$ cat config.mk
export PLATFORM = sky130hd
export DESIGN_NAME = nibble_rr_scheduler_flat
export DESIGN_NICKNAME = d
export VERILOG_FILES = /design/src/rtl/nibble_rr_scheduler_if.sv /design/src/rtl/nibble_rr_scheduler.sv /design/src/flat_wrapper.sv
export SDC_FILE = /design/constraint.sdc
export NUM_CORES = 1
export LEC_CHECK = 0
export ABC_AREA = 1
export CAP_MARGIN = 20
export CORE_MARGIN = 4
export CORE_UTILIZATION = 67
export DETAILED_ROUTE_END_ITERATION = 7
export DONT_BUFFER_PORTS = 1
export PLACE_DENSITY = 0.9
export REMOVE_ABC_BUFFERS = 1
export SLEW_MARGIN = 20
export SYNTH_ARGS = -nofsm -noshare
export SYNTH_HDL_FRONTEND = slang
export SYNTH_SLANG_ARGS = --single-unit
$ cat constraint.sdc
create_clock -name clk -period 4.13 [get_ports clk]
set_input_delay 0.826 -clock clk [delete_from_list [all_inputs] [get_ports clk]]
set_output_delay 0.826 -clock clk [all_outputs]
set_load 0.05 [all_outputs]
$ cat src/rtl/nibble_rr_scheduler_if.sv
// nibble_rr_scheduler_if
// Bundles the requester-side inputs and the lane-side outputs of the
// nibble round-robin scheduler. The requesters and testbench use the
// master modport. The scheduler itself uses the slave modport.
interface nibble_rr_scheduler_if #(
    parameter int NREQ = 4,
    parameter int W    = 4
);
    logic [NREQ-1:0]   req;
    logic [NREQ*W-1:0] data;
    logic              inv_mode;
    logic [NREQ-1:0]   grant;
    logic [W-1:0]      lane_out;
    logic              busy;
    logic              lane_par;

    modport master (
        output req, data, inv_mode,
        input  grant, lane_out, busy, lane_par
    );

    modport slave (
        input  req, data, inv_mode,
        output grant, lane_out, busy, lane_par
    );
endinterface

$ cat src/rtl/nibble_rr_scheduler.sv
// nibble_rr_scheduler
// Shares one W-bit output lane between NREQ requesters in round-robin order.
// An owner keeps the lane for at most HOLD cycles. It gives the lane up early
// when it drops its request. Every change of ownership passes through a
// one-cycle dead gap. The lane carries the owner's nibble, and this value is
// optionally inverted to match the inverter-bank polarity.
// Optional feature: define NIBBLE_SCHED_PARITY_EN to register even parity of
// the lane on lane_par. Without the macro, lane_par is tied to 0.
module nibble_rr_scheduler #(
    parameter int NREQ = 4,
    parameter int W    = 4,
    parameter int HOLD = 4
) (
    input logic                  clk,
    input logic                  reset,
    nibble_rr_scheduler_if.slave bus
);
    localparam int IDXW = (NREQ > 1) ? $clog2(NREQ) : 1;
    localparam int CNTW = (HOLD > 1) ? $clog2(HOLD) : 1;

    typedef enum logic [1:0] {
        IDLE  = 2'd0,
        GRANT = 2'd1,
        GAP   = 2'd2
    } state_t;

    state_t            state;
    logic [IDXW-1:0]   owner;
    logic [IDXW-1:0]   ptr;
    logic [CNTW-1:0]   cnt;
    logic [NREQ-1:0]   grant_q;
    logic [W-1:0]      lane_q;
    logic              busy_q;

    logic              any_req;
    logic [IDXW-1:0]   arb_idx;
    logic [IDXW-1:0]   scan_idx;
    logic [W-1:0]      inv_mask;
    logic [W-1:0]      arb_lane;
    logic [W-1:0]      own_lane;
    logic              release_now;
    logic [W-1:0]      lane_nxt;

    // Round-robin pick, owner release decision and next lane value.
    // The scan runs from the far end back toward ptr, so the requester
    // closest to ptr is written last and wins.
    always_comb begin
        any_req  = |bus.req;
        arb_idx  = '0;
        scan_idx = '0;
        for (int i = NREQ - 1; i >= 0; i--) begin
            scan_idx = IDXW'((int'(ptr) + i) % NREQ);
            if (bus.req[scan_idx]) begin
                arb_idx = scan_idx;
            end
        end
        inv_mask    = {W{bus.inv_mode}};
        arb_lane    = bus.data[int'(arb_idx) * W +: W] ^ inv_mask;
        own_lane    = bus.data[int'(owner) * W +: W] ^ inv_mask;
        release_now = !bus.req[owner] || (cnt == '0);
        lane_nxt    = '0;
        case (state)
            GRANT:   lane_nxt = release_now ? '0 : own_lane;
            default: lane_nxt = any_req ? arb_lane : '0;
        endcase
    end

    // Ownership FSM. It keeps all outputs registered. IDLE and GAP both
    // arbitrate on their edge, so GAP lasts exactly one cycle.
    always_ff @(posedge clk or posedge reset) begin
        if (reset) begin
            state   <= IDLE;
            owner   <= '0;
            ptr     <= '0;
            cnt     <= '0;
            grant_q <= '0;
            busy_q  <= 1'b0;
            lane_q  <= '0;
        end else begin
            lane_q <= lane_nxt;
            case (state)
                IDLE, GAP: begin
                    if (any_req) begin
                        state   <= GRANT;
                        owner   <= arb_idx;
                        grant_q <= NREQ'(1) << arb_idx;
                        busy_q  <= 1'b1;
                        cnt     <= CNTW'(HOLD - 1);
                    end else begin
                        state   <= IDLE;
                        grant_q <= '0;
                        busy_q  <= 1'b0;
                    end
                end
                GRANT: begin
                    if (release_now) begin
                        state   <= GAP;
                        grant_q <= '0;
                        busy_q  <= 1'b0;
                        ptr     <= (owner == IDXW'(NREQ - 1)) ? '0 : owner + 1'b1;
                    end else begin
                        cnt <= cnt - 1'b1;
                    end
                end
                default: begin
                    state   <= IDLE;
                    grant_q <= '0;
                    busy_q  <= 1'b0;
                end
            endcase
        end
    end

    assign bus.grant    = grant_q;
    assign bus.lane_out = lane_q;
    assign bus.busy     = busy_q;

`ifdef NIBBLE_SCHED_PARITY_EN
    logic par_q;

    // Parity is captured on the same edge as the lane. It therefore always
    // matches the nibble currently on lane_out.
    always_ff @(posedge clk or posedge reset) begin
        if (reset) begin
            par_q <= 1'b0;
        end else begin
            par_q <= ^lane_nxt;
        end
    end

    assign bus.lane_par = par_q;
`else
    assign bus.lane_par = 1'b0;
`endif

endmodule

$ cat src/flat_wrapper.sv
// flat-port wrapper written by rule: the top's interface ports become plain ports
module nibble_rr_scheduler_flat 
#(
    parameter int NREQ = 4,
    parameter int W    = 4,
    parameter int HOLD = 4
)
  (clk, reset, bus_req, bus_data, bus_inv_mode, bus_grant, bus_lane_out, bus_busy, bus_lane_par);
  nibble_rr_scheduler_if #(.NREQ(NREQ), .W(W)) bus_i ();
  input logic clk;
  input logic reset;
  input wire logic [$bits(bus_i.req)-1:0] bus_req;
  input wire logic [$bits(bus_i.data)-1:0] bus_data;
  input wire logic [$bits(bus_i.inv_mode)-1:0] bus_inv_mode;
  output wire logic [$bits(bus_i.grant)-1:0] bus_grant;
  output wire logic [$bits(bus_i.lane_out)-1:0] bus_lane_out;
  output wire logic [$bits(bus_i.busy)-1:0] bus_busy;
  output wire logic [$bits(bus_i.lane_par)-1:0] bus_lane_par;
  assign bus_i.req = bus_req;
  assign bus_i.data = bus_data;
  assign bus_i.inv_mode = bus_inv_mode;
  assign bus_grant = bus_i.grant;
  assign bus_lane_out = bus_i.lane_out;
  assign bus_busy = bus_i.busy;
  assign bus_lane_par = bus_i.lane_par;
  nibble_rr_scheduler #(.NREQ(NREQ), .W(W), .HOLD(HOLD)) u_core (.clk(clk), .reset(reset), .bus(bus_i));
endmodule
=== Yosys cells after proc, flatten, opt, wreduce, memory -nomap -nowiden ===
Index checks and enable logic that the tools add are counted.

* Bits in registers: 17
* Input port bits: 23
* Output and inout port bits: 10
* Logic and storage cells: 68

* Add/sub/neg operators: 5
* Magnitude comparators: 5
* Eq/ne operators: 6
* Shifts and indexed selects: 3
* Muxes and demuxes: 30
* Bitwise gates (word level): 2
* Reductions and logical operators: 10

{| class="wikitable"
|+ Operators with widths
! operator !! number
|-
| variable part select 16 x 5 -> 4 bit || 2
|-
| 2-to-1 mux 4 bit || 5
|-
| 2-to-1 mux 2 bit || 8
|-
| < comparator 2 x 3 -> 1 bit (second input constant) || 5
|-
| binary-select mux 1 bit (select 2 bit) || 5
|-
| 2-to-1 mux 1 bit || 8
|-
| one-hot mux 2 bit (2 select lines) || 2
|-
| one-hot mux 4 bit (2 select lines) || 1
|-
| bitwise XOR 4 bit || 2
|-
| adder 2 x 1 -> 2 bit (second input constant) || 2
|-
| adder 2 bit (second input constant) || 2
|-
| equality test 2 bit (second input constant) || 2
|-
| zero test 2 bit || 2
|-
| inequality test 2 x 1 -> 1 bit (second input constant) || 2
|-
| AND reduction 2 bit || 2
|-
| OR reduction 4 bit || 1
|-
| << shifter 1 x 2 -> 4 bit (first input constant) || 1
|-
| AND reduction 3 bit || 1
|-
| equality test 2 x 1 -> 1 bit (second input constant) || 1
|-
| inequality test 2 bit (second input constant) || 1
|-
| one-hot mux 1 bit (2 select lines) || 1
|-
| nonzero test 2 bit || 1
|-
| OR reduction 2 bit || 1
|-
| subtractor 2 x 1 -> 2 bit (second input constant) || 1
|-
| 2 further kinds || 2
|}

=== Longest topological paths before layout ===
Gate-level depths: netlist of the first run.

* Word-level depth: 11
* Gate-level depth with buffers: 17
* Gate-level depth less buffers: 16

=== Least setup slack after synthesis of the first run ===
No wires, ideal clock.

* Path type: input-to-reg
* Start point: in bus_req[1]
* End point: reg u_core.lane_q[0], in the netlist u_core.bus.lane_out[0]
* Setup time: 121 ps
* Arrival time: 1891 ps
* Data required time: 4009 ps
* Slack: 2119 ps
* Stages on the path: 15
* Path buffers: 1
* Cell sequence: inv_1 -> nand2_1 -> nand3_2 -> nand2_1 -> inv_2 -> nand2_2 -> nand2_4 -> nand2_4 -> buf_8 -> nand2_2 -> nand3_2 -> nand2_1 -> nand2_1 -> nand3_1 -> nand2_1

* Word-level cells in the longest chain between the ends: 10
* Elaborated cells between the ends (all ways): 22
* Classes of those cells: shift (1); mux (17); bitwise (1); reduce/logical (3)

{| class="wikitable"
|+ RTL lines
! what !! line !! text
|-
| start: declaration || flat_wrapper.sv:12 || <nowiki>input wire logic [$bits(bus_i.req)-1:0] bus_req;</nowiki>
|-
| binary-select mux 1 bit (select 2 bit) || nibble_rr_scheduler.sv:53 || <nowiki>if (bus.req[scan_idx]) begin</nowiki>
|-
| 2-to-1 mux 1 bit (implied by the code) || nibble_rr_scheduler.sv:53 ||
|-
| 2-to-1 mux 2 bit (4 in series) || nibble_rr_scheduler.sv:53 ||
|-
| variable part select 16 x 5 -> 4 bit || nibble_rr_scheduler.sv:58 || <nowiki>arb_lane = bus.data[int'(arb_idx) * W +: W] ^ inv_mask;</nowiki>
|-
| bitwise XOR 4 bit || nibble_rr_scheduler.sv:58 ||
|-
| 2-to-1 mux 4 bit || nibble_rr_scheduler.sv:64 || <nowiki>default: lane_nxt = any_req ? arb_lane : '0;</nowiki>
|-
| 2-to-1 mux 4 bit * || nibble_rr_scheduler.sv:62 || <nowiki>case (state)</nowiki>
|-
| net u_core.lane_nxt[0] || nibble_rr_scheduler.sv:42 || <nowiki>logic [W-1:0] lane_nxt;</nowiki>
|-
| end signal: assignment || nibble_rr_scheduler.sv:80 || <nowiki>lane_q <= lane_nxt;</nowiki>
|-
| end: declaration || nibble_rr_scheduler.sv:32 || <nowiki>logic [W-1:0] lane_q;</nowiki>
|}

Mark *: on every way through the listed nets, which the timed path passes. The rest lies on a longest branch. The select of a mux whose other input is x is not followed.
A chain may end at the register's enable or synchronous reset.

=== Final worst setup path of the first run ===
* Start point: reg u_core.owner[0]
* End point: reg u_core.cnt[1]

* Word-level cells in the longest chain between the ends: 6

{| class="wikitable"
|+ RTL lines
! what !! line !! text
|-
| start: declaration || nibble_rr_scheduler.sv:28 || <nowiki>logic [IDXW-1:0] owner;</nowiki>
|-
| start signal: assignment || nibble_rr_scheduler.sv:85 || <nowiki>owner <= arb_idx;</nowiki>
|-
| binary-select mux 1 bit (select 2 bit) || nibble_rr_scheduler.sv:60 || <nowiki>release_now = !bus.req[owner] || (cnt == '0);</nowiki>
|-
| 2-to-1 mux 1 bit (implied by the code) || nibble_rr_scheduler.sv:60 ||
|-
| zero test 1 bit || nibble_rr_scheduler.sv:60 ||
|-
| logical OR 1 bit || nibble_rr_scheduler.sv:60 ||
|-
| inequality test 2 bit (no source line) || n/a ||
|-
| AND reduction 3 bit (no source line) || n/a ||
|-
| end signal: assignment || nibble_rr_scheduler.sv:88 || <nowiki>cnt <= CNTW'(HOLD - 1);</nowiki>
|-
| end signal: assignment || nibble_rr_scheduler.sv:102 || <nowiki>cnt <= cnt - 1'b1;</nowiki>
|-
| end: declaration || nibble_rr_scheduler.sv:30 || <nowiki>logic [CNTW-1:0] cnt;</nowiki>
|}

Every way passes these cells. The select of a mux whose other input is x is not followed.

==> results of run 1 <==
-- synth_stat cells (2+ instances only) --
master and number:
a21oi_1 7, clkbuf_1 3, dfrtp_1 16, ha_1 2, inv_1 14, inv_2 4, nand2_1 35, nand2_2 14
nand2_4 3, nand3_1 20, nand3_2 9, nand3_4 2, nor2_1 14, o21ai_0 22, o22ai_1 4
-- worst max-delay path, delay by kind of cell (launching register included) --
kind / cells / cell delay [ps]
flops: 1 / 610
compound gates: 5 / 830
buf+inv: 1 / 280
simple gates: 2 / 250
-- power by group --
part | internal (uW) | total, uW | switching (uW)
combinational | 275 | 819 | 544
clock | 34.0 | 84.0 | 50.0
sequential | 223 | 418 | 196
-- final timing paths --
path                            slack [ps]       startpoint  depth (start not counted)                   to
worst max register to register        2070  u_core.owner[0]                          8        u_core.cnt[1]
worst min-delay path                   470            reset                          1  u_core.bus.grant[1]
worst min register to register         480    u_core.cnt[0]                          1        u_core.cnt[0]
min in group clk                       480    u_core.cnt[0]                          1        u_core.cnt[0]
max in group asynchronous             3260            reset                          1        u_core.ptr[1]
worst max-delay path                  2070  u_core.owner[0]                          8        u_core.cnt[1]
-- logic make-up (layout without fill, tap and decap cells) --
kind of cell / after synthesis / in the layout / synth area share [%]
and+or+nand+nor: 99 / 99 / 42.0
xor gates and xnor gates: 1 / 1 / 0.679
buffers and inverters: 25 / 22 / 9.21
AOI/OAI and AO/OA: 36 / 36 / 14.8
adders and majority gates: 2 / 2 / 1.94
other: 1 / 1 / 0.291
DFF: 16 / 16 / 31.0
-- placed cells by master (no fill, tap or decap), drive strengths merged, types with 2 or more instances in the layout --
master	netlist	routed
nand3	31	31
a21oi	7	7
nand2	52	52
o22ai	4	4
dfrtp	16	16
ha	2	2
nor2	14	14
clkbuf	3	3
inv	19	19
o21ai	23	23
-- state kept, by name (all words and copies together) (netlist names) --
register	cells
u_core.cnt	2
u_core.ptr	2
u_core.bus.lane_out	4
u_core.owner	2
u_core.bus.grant	4
u_core.state	2
-- through the flow --
| stage | instance area [sq um] | hold WS, ps | util, % | setup slack (ps) | std cells |
|---|---|---|---|---|---|
| 2_1_floorplan | 1240 | 440 | - | 2140 | 174 |
| 3_3_place_gp | 1280 | 458 | 71.6 | 2050 | 199 |
| 3_5_place_dp | 1280 | 472 | 71.6 | 1970 | 199 |
| 4_1_cts | 1300 | 482 | 72.8 | 2120 | 202 |
| 5_1_grt | 1300 | 501 | 72.8 | 1910 | 202 |
| 6_report | 1300 | 470 | 72.8 | 2070 | 202 |
-- layer usage --
layer | wire length [microns] | GRT usage (%) | vias up
met5 | 0 | 0 | -
met2 | 1480 | 41.8 | 80
met3 | 405 | 8.88 | 15
met1 | 1130 | 31.3 | 551
met4 | 86 | 17.5 | 0
li1 | - | - | 596
-- final cells by class --
class | instances | area [sq um]
Multi-Input combinational cell | 139 | 771
Sequential cell | 16 | 400
Clock buffer | 3 | 22.5
Tap cell | 25 | 31.3
Inverter | 19 | 73.8
Fill cell | 143 | 484
==> results.cfg, run 1 <==
[synthesis]
syn_area_per_cell_sq_um = 7.17
ys_seq_elements = 16
synth_area_sq_um = 1290
synth_warnings = 0
synthArstFlopShare_pct = 100
synthTopCellsByArea = dfrtp_1 31%, nand2_1 10%, o21ai_0 8.5%, nand3_1 7.8%, nand3_2 7.0%
synth_top_area_share_pct = 31.0
synth-seq-area-share_pct = 31.0
synth.distinct_cells = 26
synth_ff_type = dfrtp_1
synthCells = 180
synth_edf_count = 0
yosysTopAreaCell = dfrtp_1

[timing]
setup_tns_ps = 0
skew_ps = 12.9
maxSlewViolCount = 0
tightest_slew_ps = 598
grt_setup_unrepaired = no
final-setup-viol-count = 0
finalHoldViolations = 0
max_slew_margin_pct = 60.1
period_minus_slack_ps = 2060
finalCritPeriodShare_pct = 49.8
fmax_mhz = 486

[die]
die_h_microns = 51.9
rows = 15
die_w_microns = 51.9
io_pins = 33
dieArea_sq_um = 2690
initial_core_util_pct = 72.4
coreArea_sq_um = 1780

[power_and_ir_drop]
p_total_uw = 1320
ir_worst_vdd_uv = 521
leakage_uw = 0.000653
power.density_nw_per_um2 = 1020

[cts]
cts.sinks = 16
clockBufferDepth = 2
cts_max_level = 1
cts_buffers = 3
cts_root_buf = clkbuf_4
cts_resized = 0
path_clk_slew_ps = 100
insertion_delay_ps = 300
cts_setup_buffers = 0
tritoncts = built
hold_buffers = 0

[worst_setup_path]
crit_path_end_kind = register
crit_type = reg2reg
worst_path_max_delay_cell = dfrtp_1
cp_cell_sequence = inv_1 -> a21oi_1 -> o21ai_0 -> a21oi_1 -> nand2_1 -> o21ai_0 -> nor2_1 -> a31oi_1
critPathMaxStageDelay_ps = 610
worstPathArrival_ps = 2270
critPathLaunchType = register
cp.required_ps = 4340
path_max_fanout = 13

[detailed_routing]
wl_per_cell_microns = 15.3
drc = 0
drtIter0Drc = 38
routed_wl_microns = 3100
num_vias = 1242
postRouteAntennaNets = 0
via_per_inst = 6.15
dr.pass1.iters = 4

[flow_run]
maxCapViolCount = 0

[cells_and_area]
n_antenna_cell = 0
finalNetCount = 204
syn2layout_area_growth_pct = 0.679
drive_above_1_share_pct = 20.3

[global_route]
globalRouteTotalUtil_pct = 26.9
grt_first_pass_wirelength_microns = 5350
grt_max_degree = 17
antenna_found_initial = 0
grt_pass1_vias = 1281
gr-total-overflow = 0

[place]
gp_congestion = 0.854
port_buffers = 0
hpwl_microns = 2410

[worst_hold_path]
worstHoldPathType = in2async

[run_status]
run_status = complete, no violations
No activity file was read; power rests on OpenSTA's default activity.
==> inputs of run 2 (changes only) <==
--- a/config.mk
+++ b/config.mk
@@ -8,10 +8,10 @@
 export ABC_AREA = 1
 export CAP_MARGIN = 20
 export CORE_MARGIN = 4
-export CORE_UTILIZATION = 67
+export CORE_UTILIZATION = 62
 export DETAILED_ROUTE_END_ITERATION = 7
 export DONT_BUFFER_PORTS = 1
-export PLACE_DENSITY = 0.9
+export PLACE_DENSITY = 0.85
 export REMOVE_ABC_BUFFERS = 1
 export SLEW_MARGIN = 20
 export SYNTH_ARGS = -nofsm -noshare
==> constraint.sdc (replaced) <==
create_clock -name clk -period 2 [get_ports clk]
set_input_delay 0.4 -clock clk [delete_from_list [all_inputs] [get_ports clk]]
set_output_delay 0.4 -clock clk [all_outputs]
set_load 0.05 [all_outputs]
==> results.cfg, run 2 (synthesized netlist as in run 1, its figures left out) <==
[timing]
period_minus_slack_ps = 1870
fmax_mhz = 534
skew_ps = 13.8
maxSlewViolCount = 0
max_slew_margin_pct = 58.0
final-setup-viol-count = 0
tightest_slew_ps = 629
grt_setup_unrepaired = no
whs_ps = 47.3
finalCritPeriodShare_pct = 93.6
finalHoldViolations = 0
setup_tns_ps = 0

[cells_and_area]
final_cell_mix = 35 x nand2_1, 21 x o21ai_0, 20 x nand3_1, 15 x dfrtp_1
n_antenna_cell = 0
multiInputGateArea_sq_um = 771
finalNetCount = 208
drive_above_1_share_pct = 23.1
syn2layout_area_growth_pct = 4.36
final_common_cell = nand2_1
final_util_pct = 68.6
fill_cells = 188
regArea_sq_um = 402
stdcell_count = 209

[die]
die_w_microns = 53.6
die_h_microns = 53.6
rows = 16
initial_core_util_pct = 65.8
io_pins = 33
coreArea_sq_um = 1960
dieArea_sq_um = 2870

[worst_setup_path]
worstPathArrival_ps = 2070
crit_path_end_kind = register
crit_type = reg2reg
critPathLaunchType = register
cp.required_ps = 2200
path_max_fanout = 11

[power_and_ir_drop]
clkPwrFrac_pct = 7.8
intPower_uw = 1190
leakage_uw = 0.000678
swShare_pct = 58.6
switchingPower_uw = 1690
power.density_nw_per_um2 = 2140
p_total_uw = 2880
pwr-share-comb_pct = 64.8
ir_worst_vdd_uv = 1110
power.share.sequential_pct = 27.4

[global_route]
grt_first_pass_wirelength_microns = 5310
globalRouteTotalUtil_pct = 25.5
gr-total-overflow = 0
antenna_found_initial = 0
grt_max_degree = 17
grt_pass1_vias = 1243

[run_status]
run_status = complete, no violations

[cts]
clockBufferDepth = 2
tritoncts = built
cts.sinks = 16
insertion_delay_ps = 300
cts_max_level = 1
cts_buffers = 3
hold_buffers = 0
cts_root_buf = clkbuf_4
path_clk_slew_ps = 110

[place]
hpwl_microns = 2590
dp_cells = 204
port_buffers = 0
gp_congestion = 0.886

[detailed_routing]
via_per_inst = 6.22
num_vias = 1299
dr.pass1.iters = 4
wl_per_cell_microns = 15.9
drc = 0
drtIter0Drc = 64
postRouteAntennaNets = 0
routed_wl_microns = 3330

[worst_hold_path]
worstHoldPathType = in2async

[flow_run]
maxCapViolCount = 0
-- run 2: cell count changes in the layout (fill, tap and decap cells not counted) --
| cell | previous run | this run |
|---|---|---|
| o21ai_1 | 1 | 2 |
| o21ai_0 | 22 | 21 |
| dfrtp_1 | 16 | 15 |
| clkbuf_8 | 0 | 1 |
| buf_4 | 0 | 3 |
| clkbuf_2 | 0 | 1 |
| inv_2 | 4 | 3 |
| inv_4 | 1 | 2 |
| dfrtp_2 | 0 | 1 |
-- run 2: worst paths after layout --
check	endpoint	cells after the start	from	slack, ps
min in group clk	u_core.bus.lane_out[0]	2	bus_inv_mode	250
worst min-delay path	u_core.bus.lane_out[2]	1	reset	50
worst max-delay path	u_core.bus.lane_out[3]	11	u_core.ptr[0]	130
max in group asynchronous	u_core.ptr[0]	1	reset	1490
worst max register to register	u_core.bus.lane_out[3]	11	u_core.ptr[0]	130
worst min register to register	u_core.cnt[0]	1	u_core.cnt[0]	480
-- run 2: repair_timing --
item | in CTS | in global routing
setup endpoints to repair | 0 | 4
resized for setup | 0 | 3
setup buffers | 0 | 1
-- run 2: area by class of cell --
cell class / instances / area share, %
Multi-Input combinational cell: 139 / 57.2
Sequential cell: 16 / 29.8
Inverter: 19 / 5.67
Clock buffer: 4 / 2.70
Tap cell: 27 / 2.51
Timing Repair Buffer: 4 / 2.04
-- run 2: worst max-delay path, cell delays in order, from the launching register on --
cell and delay, ps:
dfrtp_2 460, clkbuf_2 170, o21ai_1 180, nand2_2 100, nand3_4 100, nand3_4 140, nand2_4 210, nand2_1 80
nand3_1 90, nand3_1 90, nand3_1 90, nand2_1 60
-- run 2: routing by layer --
layer	global-route usage (%)	up-vias	wire length, microns
met1	30.2	592	1250
li1	-	606	-
met4	14.0	0	95
met2	41.6	81	1620
met5	0	-	0
met3	7.20	20	366
-- run 2: per-stage QoR --
step / cell area, sq um / setup slack [ps]
floorplan: 1240 / 350
global placement: 1300 / 254
detailed placement: 1300 / 125
CTS: 1340 / 92.8
global route: 1350 / 17.9
finish: 1350 / 127
-- run 2: power by group through the flow --
stage / clock network, uW / logic (uW) / registers, uW
finish: 225 / 1860 / 789
CTS: 226 / 1800 / 794
global route: 243 / 2070 / 802
detailed placement: 0 / 1790 / 801
global placement: 0 / 1690 / 793
floorplan: 0 / 1390 / 821
